<file path="src/rtl/demux_unstriping.sv">
// Receive-side 2-lane unstriping demux: alternate clk_2f words to lane 0/1.
// Optional lane-phase alignment on ALIGN_SYM when LANE_ALIGN_EN is defined.
module demux_unstriping #(
    parameter int WIDTH = 32,
    parameter int CNT_W = 8
`ifdef LANE_ALIGN_EN
    ,
    parameter logic [7:0] ALIGN_SYM = 8'hBC
`endif
) (
    input  logic             clk_2f,
    input  logic             reset,
    input  logic [WIDTH-1:0] data_in,
    input  logic             valid_in,
    output logic [WIDTH-1:0] lane_0,
    output logic [WIDTH-1:0] lane_1,
    output logic             valid_0,
    output logic             valid_1,
    output logic             pair_strobe,
    output logic [CNT_W-1:0] unbal_cnt,
    output logic             aligned
);

    localparam logic [CNT_W-1:0] CNT_MAX = '1;

    logic             sel;
    logic             hold_v0;
    logic [WIDTH-1:0] hold_0;
    logic             unbal;

    assign unbal = hold_v0 != valid_in;

`ifdef LANE_ALIGN_EN
    logic sym;
    logic slip_pend;

    assign sym = valid_in && (data_in[7:0] == ALIGN_SYM);
`else
    assign aligned = 1'b1;
`endif

    always_ff @(posedge clk_2f) begin
        if (!reset) begin
            sel         <= 1'b0;
            hold_0      <= '0;
            hold_v0     <= 1'b0;
            lane_0      <= '0;
            lane_1      <= '0;
            valid_0     <= 1'b0;
            valid_1     <= 1'b0;
            pair_strobe <= 1'b0;
            unbal_cnt   <= '0;
`ifdef LANE_ALIGN_EN
            aligned     <= 1'b0;
            slip_pend   <= 1'b0;
`endif
        end else begin
            pair_strobe <= 1'b0;
            if (!sel) begin
                if (valid_in) hold_0 <= data_in;
                hold_v0 <= valid_in;
                sel     <= 1'b1;
`ifdef LANE_ALIGN_EN
                if (sym) aligned <= 1'b1;
`endif
            end
`ifdef LANE_ALIGN_EN
            // Symbol in odd phase: restart the pair with it as lane 0.
            else if (sym) begin
                hold_0    <= data_in;
                hold_v0   <= 1'b1;
                aligned   <= 1'b0;
                slip_pend <= 1'b1;
            end
`endif
            else begin
                lane_0      <= hold_0;
                valid_0     <= hold_v0;
                if (valid_in) lane_1 <= data_in;
                valid_1     <= valid_in;
                pair_strobe <= 1'b1;
                sel         <= 1'b0;
                if (unbal && unbal_cnt != CNT_MAX)
                    unbal_cnt <= unbal_cnt + 1'b1;
`ifdef LANE_ALIGN_EN
                if (slip_pend) aligned <= 1'b1;
                slip_pend <= 1'b0;
`endif
            end
        end
    end

endmodule
</file>
<file path="config.mk">
export PLATFORM = sky130hd
export DESIGN_NAME = demux_unstriping
export DESIGN_NICKNAME = d
export VERILOG_FILES = /design/src/rtl/demux_unstriping.sv
export SDC_FILE = /design/constraint.sdc
export NUM_CORES = 1
export LEC_CHECK = 0
export ABC_AREA = 0
export ABC_CLOCK_PERIOD_IN_PS = 2550
export CELL_PAD_IN_SITES_DETAIL_PLACEMENT = 1
export CELL_PAD_IN_SITES_GLOBAL_PLACEMENT = 2
export CORE_UTILIZATION = 29
export DETAILED_ROUTE_END_ITERATION = 16
export GPL_ROUTABILITY_DRIVEN = 0
export HOLD_SLACK_MARGIN = 0.06
export PLACE_DENSITY = 0.93
export SYNTH_ARGS = -nofsm -noshare
export SYNTH_HDL_FRONTEND = slang
export SYNTH_SLANG_ARGS = --single-unit
</file>
<file path="constraint.sdc">
create_clock -name clk_2f -period 2.55 [get_ports clk_2f]
set_input_delay 0.51 -clock clk_2f [delete_from_list [all_inputs] [get_ports clk_2f]]
set_output_delay 0.51 -clock clk_2f [all_outputs]
set_load 0.01 [all_outputs]
</file>
==> flow_metrics.env, run 1 <==
export IMPL_status="complete, no violations"
export IMPL_r2r_start="unbal_cnt[0]$_SDFFE_PN0P_"
export IMPL_grt_max_degree=108
export IMPL_hold_path_class="flop to flop"
export IMPL_synth_area_per_cell_um2=8.63
export IMPL_cts_sinks=109
export IMPL_grt_pass1_wl_um=16400
export IMPL_firstDrtPassIters=4
export IMPL_detailed_place_hpwl_um=7090
export IMPL_cts_hold_buf=0
export IMPL_antenna_found_initial=0
export IMPL_skew_ns=0.00328
export IMPL_slew_violations=0
export IMPL_holdPathStages=2
export IMPL_start_util=0.301
export IMPL_maxCapViolations=0
export IMPL_row_count=41
export IMPL_path_clk_slew_ns=0.07
export IMPL_critical_path_class="input pin to flop"
export IMPL_synth_most_common_cell="nand2_1"
export IMPL_cts_root_buffer_cell="clkbuf_16"
export IMPL_vias=3298
export IMPL_ys_seq_area_frac=0.568
export IMPL_synth_area_top_cells="dfxtp_1, nand2_1, a21oi_1, mux2i_1, nor2_1"
export IMPL_wl_per_cell_um=14.3
export IMPL_rr_endpoint="unbal_cnt[1]$_SDFFE_PN0P_"
export IMPL_cts_setup_buffers=0
export IMPL_setup_viol=0
export IMPL_routed_wl_um=10300
export IMPL_vdd_drop_max_mv=0.264
export IMPL_min_period_ns=2.03
export IMPL_grtUsageTotal=0.157
export IMPL_cp_data_arrival_time_ns=2.30
export IMPL_core_region_area_um2=12800
export IMPL_clockBufferDepth=2
export IMPL_port_buffers=109
export IMPL_min_from="hold_0[4]$_SDFFE_PN0P_"
export IMPL_slowest_stage="clkdlybuf4s50_1"
export IMPL_fin_setup_tns_ns=0
export IMPL_synthesis_nets=481
export IMPL_areaGrowthSynthToFinish_pct=42.2
export IMPL_critPathLaunchType="input pin"
export IMPL_reg2reg_depth=5
export IMPL_dp_cells=702
export IMPL_final_cells=718
export IMPL_io_pins=111
export IMPL_gr_total_overflow=0
export IMPL_diodes=0
export IMPL_syn_inst=445
export IMPL_cts_htree_levels=3
export IMPL_drc_errors=0
export IMPL_yosys_area_top_type="dfxtp_1"
export IMPL_rsz0062_at_grt="no"
export IMPL_relSlewSlack=0.481
export IMPL_cts_tree="built"
export IMPL_synthTopCellsByCount="nand2_1, dfxtp_1, a21oi_1"
export IMPL_synth_main_ff_cell="dfxtp_1"
export IMPL_syn_area_um2=3840
export IMPL_yosysUniqueCellTypes=26
export IMPL_die_h_um=117
export IMPL_drive_above_1_share=0.0495
export IMPL_drt_iter0_drc=133
export IMPL_cp_cell_sequence="clkdlybuf4s50_1 -> xor2_1 -> o211ai_1 -> or4_1 -> a21oi_1"
export IMPL_ys_seq_elements=109
export IMPL_power_density_nw_per_um2=712
export IMPL_yosys_warnings=0
export IMPL_synth_edf_count=0
export IMPL_cts_resized_gates=0
export IMPL_postSynth_asyncResetShare=0
export IMPL_synth_top_area_frac=0.568
export IMPL_fp_dieW_um=117
export IMPL_hold_viol=0
export IMPL_drtAntennaViolNets=0
export IMPL_r2r_setup_slack_ns=0.75
export IMPL_slowest_delay_ns=0.55
export IMPL_grt_pass1_vias=3369
export IMPL_final_nets=577
export IMPL_numCtsBuffers=9
export IMPL_min_to="hold_0[4]$_SDFFE_PN0P_"
export IMPL_tightest_slew_ns=0.775
export IMPL_path_max_fanout=12
export IMPL_endpoint_kind="flop"
export IMPL_worstSkewPairLatency_ns=0.35
export IMPL_period_share=0.796
export IMPL_place_ws_ns=0.139
export IMPL_die_area_um2=13700
export IMPL_cp_required_ns=2.82
export IMPL_setup_slack_ns=0.521
export IMPL_detail_route_vias_per_cell=4.59
export IMPL_p_leak_uw=0.00199
export IMPL_fmax_ghz=0.493
-- state kept, by name, indices dropped and copies added (netlist names) --
signal and flops:
unbal_cnt 8, pair_strobe 1, valid_0 1, lane_1 32, valid_1 1, hold_0 32
sel 1, hold_v0 1, lane_0 32
-- placed cells by master, fill, tap and decap left out, types with 3 or more instances in the layout --
cell type and count:
o21ai_0 3, dfxtp_1 108, bufinv_16 4, nand3_1 3, a21oi_1 73, clkdlybuf4s50_1 109, buf_4 8, clkbuf_16 9
nor2_1 35, nand2_1 131, mux2i_1 33, or3_1 3, o31ai_1 3
-- kinds of logic (layout without fill, tap and decap cells) --
kind of cell,Yosys count,count (layout),share of synthesized area
AND/OR/NAND/NOR,183,183,0.191
flip-flops,109,109,0.568
AO/OA/AOI/OAI,80,80,0.107
buffers and inverters,36,137,0.0397
multiplexers,33,33,0.0860
XOR/XNOR,2,2,0.00456
adder cells (fa/ha/maj),1,1,0.00326
other,1,1,0.000976
-- final cells by class --
type	instances	area, um2
Sequential cell	109	2180
Clock inverter	5	129
Inverter	3	12.5
Timing Repair Buffer	118	1170
Multi-Input combinational cell	300	1510
Tap cell	172	215
Clock buffer	11	243
Fill cell	1477	7310
-- metrics by stage --
stage | power, uW | hold WS, ns | utilization | instance area, um2
floorplan | 2030 | 0.436 | - | 3840
global placement | 2210 | 0.442 | 0.399 | 5090
detailed placement | 2230 | 0.449 | 0.399 | 5090
CTS | 3950 | 0.459 | 0.428 | 5460
global route | 4050 | 0.476 | 0.428 | 5460
finish | 3890 | 0.457 | 0.428 | 5460
-- how the worst max path moves through the flow --
| stage | cells past startpoint | slack, ns | endpoint | startpoint |
|---|---|---|---|---|
| global route | 5 | 0.46 | unbal_cnt[5]$_SDFFE_PN0P_ | valid_in |
| finish | 5 | 0.52 | unbal_cnt[5]$_SDFFE_PN0P_ | valid_in |
| detailed placement | 5 | 0.14 | unbal_cnt[5]$_SDFFE_PN0P_ | valid_in |
| floorplan | 5 | 1.07 | unbal_cnt[4]$_SDFFE_PN0P_ | valid_in |
| global placement | 5 | 0.29 | unbal_cnt[7]$_SDFFE_PN0P_ | valid_in |
| CTS | 5 | 0.51 | unbal_cnt[5]$_SDFFE_PN0P_ | valid_in |
-- report_power, final --
part / switching, uW / internal [uW] / total (uW)
Sequential: 37.7 / 1770 / 1810
Clock: 616 / 1090 / 1710
Combinational: 191 / 182 / 373
-- worst max-delay path, delay by kind of cell --
| family | cells | cell delay (ns) |
|---|---|---|
| buf+inv | 1 | 0.55 |
| xor+xnor | 1 | 0.21 |
| compound gates | 2 | 0.51 |
| simple gates | 1 | 0.52 |
-- routing by layer --
metal,part of all wire,up-vias,GRT usage
met5,0,-,0
met4,0.017,0,0.0709
met3,0.043,12,0.0417
met2,0.50,70,0.275
met1,0.44,1577,0.180
li1,-,1639,-
(Power assumes the default switching activity.)
==> run 2, diff against run 1 <==
--- a/config.mk
+++ b/config.mk
@@ -6,14 +6,14 @@
 export NUM_CORES = 1
 export LEC_CHECK = 0
 export ABC_AREA = 0
-export ABC_CLOCK_PERIOD_IN_PS = 2550
+export ABC_CLOCK_PERIOD_IN_PS = 2050
 export CELL_PAD_IN_SITES_DETAIL_PLACEMENT = 1
 export CELL_PAD_IN_SITES_GLOBAL_PLACEMENT = 2
-export CORE_UTILIZATION = 29
+export CORE_UTILIZATION = 27
 export DETAILED_ROUTE_END_ITERATION = 16
 export GPL_ROUTABILITY_DRIVEN = 0
 export HOLD_SLACK_MARGIN = 0.06
-export PLACE_DENSITY = 0.93
+export PLACE_DENSITY = 0.88
 export SYNTH_ARGS = -nofsm -noshare
 export SYNTH_HDL_FRONTEND = slang
 export SYNTH_SLANG_ARGS = --single-unit
==> constraint.sdc (replaced) <==
create_clock -name clk_2f -period 2.05 [get_ports clk_2f]
set_input_delay 0.41 -clock clk_2f [delete_from_list [all_inputs] [get_ports clk_2f]]
set_output_delay 0.41 -clock clk_2f [all_outputs]
set_load 0.01 [all_outputs]
==> flow_metrics.env, run 2 (synthesis results as in run 1) <==
export IMPL_status="complete, no violations"
export IMPL_setup_viol=0
export IMPL_r2r_start="unbal_cnt[0]$_SDFFE_PN0P_"
export IMPL_critical_path_class="flop to primary output"
export IMPL_die_area_um2=14700
export IMPL_critPathLaunchType="flop"
export IMPL_drc_errors=0
export IMPL_cts_setup_buffers=0
export IMPL_min_from="hold_0[11]$_SDFFE_PN0P_"
export IMPL_layout_commonest_cell="nand2_1"
export IMPL_fmax_ghz=0.562
export IMPL_path_max_fanout=7
export IMPL_cts_tree="built"
export IMPL_worstSkewPairLatency_ns=0.35
export IMPL_detailed_place_hpwl_um=7130
export IMPL_hold_viol=0
export IMPL_path_clk_slew_ns=0.07
export IMPL_period_share=0.867
export IMPL_io_pins=111
export IMPL_worstSetupStartpoint="unbal_cnt[3]$_SDFFE_PN0P_"
export IMPL_firstDrtPassIters=4
export IMPL_drtAntennaViolNets=0
export IMPL_routed_wl_um=10300
export IMPL_power_density_nw_per_um2=858
export IMPL_diodes=0
export IMPL_hold_path_class="flop to flop"
export IMPL_antenna_found_initial=0
export IMPL_rsz0062_at_grt="no"
export IMPL_largestRegisters="hold_0 x32, lane_0 x32, lane_1 x32"
export IMPL_fin_hold_ws_ns=0.457
export IMPL_place_area_um2=5160
export IMPL_cp_cell_sequence="clkdlybuf4s50_1"
export IMPL_utilization=0.397
export IMPL_row_count=43
export IMPL_cp_required_ns=1.64
export IMPL_gr_total_overflow=0
export IMPL_start_util=0.277
export IMPL_cts_root_buffer_cell="clkbuf_16"
export IMPL_port_buffers=109
export IMPL_fin_setup_tns_ns=0
export IMPL_skew_ns=0.00436
export IMPL_final_cell_mix="nand2_1, clkdlybuf4s50_1, dfxtp_1"
export IMPL_p_leak_uw=0.00202
export IMPL_critPathBufInv=1
export IMPL_grtUsageTotal=0.145
export IMPL_cts_resized_gates=0
export IMPL_cts_htree_levels=3
export IMPL_fp_dieW_um=121
export IMPL_numCtsBuffers=9
export IMPL_grt_pass1_wl_um=16400
export IMPL_areaGrowthSynthToFinish_pct=43.3
export IMPL_maxCapViolations=0
export IMPL_drive_above_1_share=0.0580
export IMPL_cp_data_arrival_time_ns=1.37
export IMPL_drt_iter0_drc=156
export IMPL_wl_per_cell_um=14.1
export IMPL_path_delay_family="buffers and inverters"
export IMPL_final_area_um2=5510
export IMPL_setup_slack_ns=0.272
export IMPL_clockBufferDepth=2
export IMPL_vias=3256
export IMPL_grt_pass1_vias=3281
export IMPL_slew_violations=0
export IMPL_detail_route_vias_per_cell=4.45
export IMPL_place_ws_ns=-0.0290
export IMPL_grt_max_degree=57
export IMPL_nFillCells=1634
export IMPL_die_h_um=121
export IMPL_cts_sinks=109
export IMPL_min_period_ns=1.78
export IMPL_slowest_delay_ns=0.58
export IMPL_cts_hold_buf=0
export IMPL_vdd_drop_max_mv=0.399
export IMPL_core_region_area_um2=13900
export IMPL_final_nets=583
export IMPL_endpoint_kind="primary output"
export IMPL_slowest_stage="clkdlybuf4s50_1"
==> run 2: changes by cell type in the layout (fill, tap and decap cells not counted), sizes merged <==
cell | previous run | this run
clkbuf | 11 | 12
inv | 3 | 2
buf | 9 | 15
clkinv | 1 | 2
bufinv | 4 | 3
==> run 2: worst reg2reg max path: stages, from the launching register on <==
cell,delay [ns]
dfxtp_1,0.39
ha_1,0.25
nand3_1,0.11
o211ai_1,0.33
buf_4,0.21
mux2i_1,0.18
nor2_1,0.05
==> run 2: cell type report <==
| cell class | instances | area, um2 | area share |
|---|---|---|---|
| sequential | 109 | 2180 | 0.397 |
| multi-input combinational | 300 | 1510 | 0.275 |
| timing repair buffer | 124 | 1230 | 0.223 |
| clock buffer | 12 | 246 | 0.0448 |
| tap | 180 | 225 | 0.0409 |
| clock inverter | 4 | 95.1 | 0.0173 |
| inverter | 3 | 12.5 | 0.00227 |
==> run 2: path summary, 6_finish.rpt <==
check	endpoint	slack, ns	cells after the start
setup / recovery	unbal_cnt[3]	0.27	1
hold / removal	hold_0[11]$_SDFFE_PN0P_	0.46	2
hold reg to reg	hold_0[11]$_SDFFE_PN0P_	0.46	2
setup reg to reg	unbal_cnt[1]$_SDFFE_PN0P_	0.42	6
==> run 2: per-layer routing <==
layer / share of wire / global-route usage
met1: 0.46 / 0.182
met2: 0.48 / 0.231
met3: 0.051 / 0.0428
met4: 0.014 / 0.0579
met5: 0 / 0
==> run 2: power breakdown <==
group / total, uW / internal [uW] / switching [uW]
combinational: 479 / 239 / 240
sequential: 2250 / 2200 / 46.8
clock: 2000 / 1230 / 770
total: 4730 / 3670 / 1060
==> run 2: through the flow <==
stage               total power, uW  std cells
floorplan                      2530        445
global placement               2770        716
detailed placement             2790        716
CTS                            4800        732
global route                   4920        732
finish                         4730        732
